$ cat src/rtl/cpu1_oci_trace_capture.sv
// Trace capture FIFO with a CAPTURE/FLUSH/DONE controller in front of a single consumer port.
// Optional drop counter port drop_cnt is present only when CPU1_OCI_TRACE_DROP_CNT_EN is defined.
module cpu1_oci_trace_capture #(
  parameter int DATA_W = 30,
  parameter int CNT_W  = 4,
  parameter int DEPTH  = 16
) (
  input  logic                       clk,
  input  logic                       reset_n,
  input  logic [DATA_W-1:0]          dct_buffer,
  input  logic [CNT_W-1:0]           dct_count,
  input  logic                       dct_wr,
  input  logic                       test_ending,
  input  logic                       test_has_ended,
  output logic [DATA_W+CNT_W-1:0]    out_data,
  output logic                       out_valid,
  input  logic                       out_ready,
  output logic [$clog2(DEPTH):0]     fill_level,
  output logic                       overflow,
  output logic                       done,
  output logic [1:0]                 dbg_state
`ifdef CPU1_OCI_TRACE_DROP_CNT_EN
  ,
  output logic [15:0]                drop_cnt
`endif
);

  localparam int AW = $clog2(DEPTH);
  localparam int EW = DATA_W + CNT_W;
  localparam logic [AW:0]   FILL_MAX = (AW+1)'(DEPTH);
  localparam logic [AW:0]   FILL_ONE = (AW+1)'(1);
  localparam logic [AW-1:0] PTR_ONE  = AW'(1);

  typedef enum logic [1:0] {
    ST_CAPTURE = 2'd0,
    ST_FLUSH   = 2'd1,
    ST_DONE    = 2'd2
  } state_t;

  state_t          r_state;
  logic            r_done;
  logic            r_overflow;
  logic [AW:0]     r_fill;
  logic [AW-1:0]   r_wr_ptr;
  logic [AW-1:0]   r_rd_ptr;
  logic [EW-1:0]   r_mem [DEPTH];

  logic            w_push_req;
  logic            w_full;
  logic            w_pop;
  logic            w_push;
  logic            w_drop;
  logic [AW:0]     w_fill_next;

  // Handshake: an entry transfers on any rising edge where out_valid and out_ready are both 1;
  // while out_valid=1 and out_ready=0 the head entry (out_data) is held unchanged.
  assign out_valid  = (r_fill != '0);
  assign out_data   = out_valid ? r_mem[r_rd_ptr] : '0;
  assign fill_level = r_fill;
  assign overflow   = r_overflow;
  assign done       = r_done;
  assign dbg_state  = r_state;

  assign w_push_req = (r_state == ST_CAPTURE) && dct_wr && (dct_count != '0);
  assign w_full     = (r_fill == FILL_MAX);
  assign w_pop      = out_valid && out_ready;
  // When full, a push is only taken if the head leaves in the same cycle.
  assign w_push     = w_push_req && (!w_full || w_pop);
  assign w_drop     = w_push_req && w_full && !w_pop;

  always_comb begin
    w_fill_next = r_fill;
    case ({w_push, w_pop})
      2'b10:   w_fill_next = r_fill + FILL_ONE;
      2'b01:   w_fill_next = r_fill - FILL_ONE;
      default: w_fill_next = r_fill;
    endcase
  end

  // Storage array carries no reset; out_data is masked to zero whenever the FIFO is empty.
  always_ff @(posedge clk) begin
    if (w_push) begin
      r_mem[r_wr_ptr] <= {dct_count, dct_buffer};
    end
  end

  always_ff @(posedge clk or negedge reset_n) begin
    if (!reset_n) begin
      r_fill   <= '0;
      r_wr_ptr <= '0;
      r_rd_ptr <= '0;
    end else begin
      r_fill <= w_fill_next;
      if (w_push) r_wr_ptr <= r_wr_ptr + PTR_ONE;
      if (w_pop)  r_rd_ptr <= r_rd_ptr + PTR_ONE;
    end
  end

  always_ff @(posedge clk or negedge reset_n) begin
    if (!reset_n) begin
      r_overflow <= 1'b0;
    end else if (w_drop) begin
      r_overflow <= 1'b1;
    end
  end

  // Controller: done is registered alongside the state so it rises together with DONE.
  always_ff @(posedge clk or negedge reset_n) begin
    if (!reset_n) begin
      r_state <= ST_CAPTURE;
      r_done  <= 1'b0;
    end else begin
      case (r_state)
        ST_CAPTURE: begin
          if (test_ending) begin
            if (test_has_ended && (r_fill == '0) && !w_push_req) begin
              r_state <= ST_DONE;
              r_done  <= 1'b1;
            end else begin
              r_state <= ST_FLUSH;
            end
          end
        end
        ST_FLUSH: begin
          // Looking at the post-pop level lets done rise right after the final pop.
          if (test_has_ended && (w_fill_next == '0)) begin
            r_state <= ST_DONE;
            r_done  <= 1'b1;
          end
        end
        ST_DONE: begin
          r_state <= ST_DONE;
          r_done  <= 1'b1;
        end
        default: begin
          r_state <= ST_CAPTURE;
          r_done  <= 1'b0;
        end
      endcase
    end
  end

`ifdef CPU1_OCI_TRACE_DROP_CNT_EN
  logic [15:0] r_drop_cnt;

  assign drop_cnt = r_drop_cnt;

  always_ff @(posedge clk or negedge reset_n) begin
    if (!reset_n) begin
      r_drop_cnt <= 16'd0;
    end else if (w_drop && (r_drop_cnt != 16'hFFFF)) begin
      r_drop_cnt <= r_drop_cnt + 16'd1;
    end
  end
`endif

endmodule
$ cat config.mk
export PLATFORM = sky130hd
export DESIGN_NAME = cpu1_oci_trace_capture
export DESIGN_NICKNAME = d
export VERILOG_FILES = /design/src/rtl/cpu1_oci_trace_capture.sv
export SDC_FILE = /design/constraint.sdc
export NUM_CORES = 1
export LEC_CHECK = 0
export CORE_UTILIZATION = 58
export CTS_CLUSTER_DIAMETER = 120
export DETAILED_ROUTE_END_ITERATION = 10
export GPL_TIMING_DRIVEN = 0
export PLACE_DENSITY_LB_ADDON = 0.1
export SLEW_MARGIN = 10
export SYNTH_ARGS = -nofsm -noshare
export SYNTH_HDL_FRONTEND = slang
export SYNTH_SLANG_ARGS = --single-unit
$ cat constraint.sdc
create_clock -name clk -period 12.3 [get_ports clk]
set_input_delay 3.075 -clock clk [delete_from_list [all_inputs] [get_ports clk]]
set_output_delay 3.075 -clock clk [all_outputs]
set_load 0.05 [all_outputs]
# Word-level counts from Yosys, hierarchy flattened
# Memory sizes are Yosys's and may differ from the RTL's.
# Index checks and enable logic that the tools add are counted.
# totals
regBits,17
ram_bits,544
in_bits,40
out_inout_bits,44
elab_cells,51
n_memories,1
# classes
addsub,4
n_eq_ne,8
mux,12
reduce_logical,20
# mem_list
name,depth,width,read_ports,rd_ports_with_merged_regs,write_ports,line_no,source
r_mem,16,34,1,0,1,46,logic [EW-1:0] r_mem [DEPTH];
# ops
operator,n
$mux 34,1
$logic_not 5->1,2
$pmux 5 s2,1
$logic_and 1x1->1,9
$add 4x1->4 const B,2
$mux 2,3
$pmux 2 s3,1
$add 5x1->5 const B,1
$eq 5x5->1 const B,1
$mux 1,5
$reduce_bool 5->1,1
$sub 5x1->5 const B,1
$eq 2x1->1 const B,2
$eq 2x2->1 const B,2
$ne 2x2->1 const B,2
$reduce_bool 4->1,1
$logic_not 1->1,3
$pmux 1 s3,1
$reduce_and 3->1,1
$logic_not 2->1,1
$ne 2x1->1 const B,1
$reduce_and 2->1,1
$logic_or 1x1->1,1

# Depth between registers and ports, before layout
# logic_depth
word_depth,10
depth_mapped,14
mapped_depth_nobuf,13

# Worst setup path before layout
# OpenSTA, ideal clock, no wires.
# synth_timing
path_type,input to register
startpoint,input dct_wr
endpoint,memory r_mem[4][0] (netlist name) (enable)
setup_ns,0.467
arrival_ns,6.512
required_time_ns,11.833
path_slack_ns,5.321
cell_stages,6
n_path_buf,1
cell_sequence,and2_1 -> clkbuf_1 -> nand2_1 -> a21oi_1 -> nand2_1 -> nor3_1
# synth_between
elab_chain_cells,5
# synth_rtl
element,line_no,source
start: declaration,12,"input logic dct_wr,"
$logic_and 1x1->1 (2 in series),64,assign w_push_req = (r_state == ST_CAPTURE) && dct_wr && (dct_count != '0);
$logic_and 1x1->1,68,assign w_push = w_push_req && (!w_full || w_pop);
$mux 1,82,if (w_push) begin
$mux 1 (not written as such),83,"r_mem[r_wr_ptr] <= {dct_count, dct_buffer};"
end: declaration,46,
# No other way between the ends.

# Final worst setup path
# layout_timing
startpoint,register r_rd_ptr[0]
endpoint,output out_data[29]
# layout_between
elab_chain_cells,2
# layout_rtl
element,line_no,source
start: declaration,45,logic [AW-1:0] r_rd_ptr;
start signal: assignment,95,if (w_pop) r_rd_ptr <= r_rd_ptr + PTR_ONE;
$mem_v2 16x34,n/a,
$mux 34,58,assign out_data = out_valid ? r_mem[r_rd_ptr] : '0;
end: declaration,15,"output logic [DATA_W+CNT_W-1:0] out_data,"
# No other way between the ends.

==> summary.txt <==
Worst setup path
  • WP data required: 9220 ps
  • Arr. time, crit path: 4700 ps
  • Peak fanout along the critical path: 10
  • Critical path cell sequence: clkbuf_1 -> clkbuf_1 -> buf_1 -> mux4_2 -> mux4_2 -> and2_1 -> clkdlybuf4s50_1
  • CP top delay family: buffers and inverters
  • Crit end category: primary output
  • Max incr delay on CP: 930 ps
  • CP max-delay cell: buf_1
  • Critical path class: reg2out
  • Buf/Inv on CP: 4
  • Startpoint types: flop

Yosys
  • Sequential area share after synthesis: 0.762
  • Netlist Area Pre-Place: 0.0220 mm^2
  • Count of cell types in the netlist: 45
  • Synth area leaders: edfxtp_1 (74%), mux4_2 (17%), dfrtp_1 (1.9%)
  • Top FF cell, synth: edfxtp_1
  • Post-synthesis sequential element count: 561
  • Ys async rst share: 0.0303
  • Top-count cell post-synth: edfxtp_1
  • EDFF count, synth: 544
  • Most frequent cells after synthesis: edfxtp_1 (544), mux4_2 (170), and2_1 (44), clkbuf_1 (28)
  • Synth top area share: 0.743
  • Cell taking the most area after synthesis: edfxtp_1
  • Post-synthesis cell count: 960
  • Synthesis warning total: 0
  • Synth Net Count: 1011
  • Syn Area/Cell: 22.9 um^2

Floorplanning
  • Die Ht: 197 um
  • Die area: 0.0387 mm^2
  • Core box area: 0.0370 mm^2
  • Horiz. Die Dim: 197 um
  • Row Count: 70
  • Io pins: 84
  • Starting Density: 0.595

Cells and area
  • Fin cells: 1673
  • ANT cells: 0
  • Ratio of cells with drive above 1 in the final layout: 0.254
  • Final nets: 1179
  • Area grow syn2layout: 16.3%

STA
  • Fmax: 0.129 GHz
  • Worst hold slack: 480 ps
  • Setup TNS: 0 ps
  • Setup violations, final: 0
  • Clock Skew: 15.3 ps
  • Worst-margin pin slew: 1170 ps
  • Slew Viols, Final: 0
  • Final cycle utilization of the critical path: 0.632
  • Final hold violation count: 0
  • Final Critical Period: 7780 ps
  • RSZ-0062 raised after global routing: false
  • Worst slew margin: 0.220

Run status
  • Outcome: finished clean

Detailed routing
  • DRT antenna net count: 0
  • DR pass1 iterations: 5
  • Vias per inst: 6.29
  • DRC viols: 0
  • DR vias: 10500
  • Routed WL: 47300 um
  • Number of DRC markers in iteration 0: 1129
  • Wirelength per Cell: 28.2 um

Clocking
  • CTS HTree Levels: 2
  • Num Clock Sinks: 561
  • Clock Tree Root: clkbuf_16
  • CTS Buf Count: 56
  • Reg clk slew, reported paths: 60 ps
  • # hold bufs at CTS: 0
  • CTS tree: done
  • Worst skew pair latency: 600 ps
  • CTS max path bufs: 3
  • Number of gates resized after CTS: 0
  • Setup repair bufs after CTS: 0

GRT
  • Initial antenna violation count: 1
  • First-pass GRT wire length: 69800 um
  • Global route overflow: 0
  • Tot GR Track Use: 0.256
  • Vias in the first global route: 10800
  • Largest net degree at the start of global routing: 35

Flow run
  • Max cap viols: 0

Place
  • Final GP Congestion: 0.793
  • Inst Count DP: 1574
  • DP Wirelength: 28800 um
  • Port Buffers: 82

Hold path
  • Hold Crit Class: reg2reg

Pwr
  • Leak pwr: 8.07 nW
  • Maximum vdd drop: 0.199 mV
  • Power Density: 243 mW/mm^2
area by class of cell:
| type | count | area (um^2) |
|---|---|---|
| Sequential cell | 561 | 16800 |
| Fill cell | 2334 | 11400 |
| Multi-Input combinational cell | 335 | 5040 |
| Clock buffer | 71 | 1480 |
| Timing Repair Buffer | 110 | 1210 |
| Tap cell | 504 | 631 |
| Clock inverter | 28 | 201 |
| Buffer | 49 | 194 |
| Inverter | 15 | 56.3 |
metrics by stage:
| step | utilization | cell area [um^2] | worst slack, ps | power [mW] |
|---|---|---|---|---|
| 4_1_cts | 0.692 | 25600 | 4490 | 6.26 |
| 3_3_place_gp | 0.634 | 23400 | 1390 | 4.64 |
| 3_5_place_dp | 0.646 | 23900 | 5130 | 4.69 |
| 6_report | 0.692 | 25600 | 4520 | 6.21 |
| 5_1_grt | 0.692 | 25600 | 4330 | 6.44 |
| 2_1_floorplan | - | 22000 | 5320 | 3.95 |
cells by family (layout without fill, tap and decap cells):
logic type,count (synthesis),after routing,share of synthesized area
flops,561,561,0.762
mux,174,174,0.176
simple gates,105,105,0.0283
buf+inv,64,273,0.0113
compound gates,36,36,0.0120
fa+ha+maj,11,11,0.00626
xor+xnor,9,9,0.00359
per-layer routing:
metal  part of all wire  vias up  GRT usage
li1                   -     4406          -
met1               0.40     5600      0.359
met2               0.51      425      0.421
met3              0.069       85     0.0452
met4              0.024        0     0.0718
met5                  0        -          0
worst register-to-register path, cell delays in order, from the launching register on:
cell	delay, ps
dfrtp_1	440
inv_1	120
ha_1	210
and2_1	140
clkbuf_1	380
nand2_1	150
a21oi_1	560
nand2_1	290
nor3_2	690
buf_4	340
buf_6	180
buf_4	230
flip-flops by register name (all words and copies together), names as in the netlist:
name	cells
done	1
dbg_state	2
overflow	1
r_mem	544
fill_level	5
r_wr_ptr	4
r_rd_ptr	4
worst paths after layout:
check	slack [ps]	from	to	cells past startpoint
worst min-delay path	480	overflow	overflow	1
min in group asynchronous	3010	reset_n	r_rd_ptr[3]	1
worst max register to register	8280	dbg_state[1]	r_mem[4][21]	11
worst min register to register	480	overflow	overflow	1
worst max-delay path	4520	r_rd_ptr[0]	out_data[29]	7
max in group asynchronous	8730	reset_n	fill_level[2]	1
placed cells by master (no fill, tap or decap), types with 10 or more instances in the layout:
master / instances
and2_1: 36
buf_1: 15
buf_12: 10
buf_4: 13
clkbuf_1: 42
clkbuf_16: 57
clkdlybuf4s50_1: 82
clkinv_1: 16
dfrtp_1: 17
edfxtp_1: 544
ha_1: 11
inv_1: 15
mux4_2: 170
nand2_1: 11
where the power goes:
group | switching, mW | internal (mW) | leakage [nW]
registers | 0.0443 | 2.23 | 5.10
logic | 1.36 | 0.997 | 2.15
clock network | 0.672 | 0.904 | 0.818
total | 2.08 | 4.13 | 8.07
Note: power is estimated with default switching activity, not from simulation.
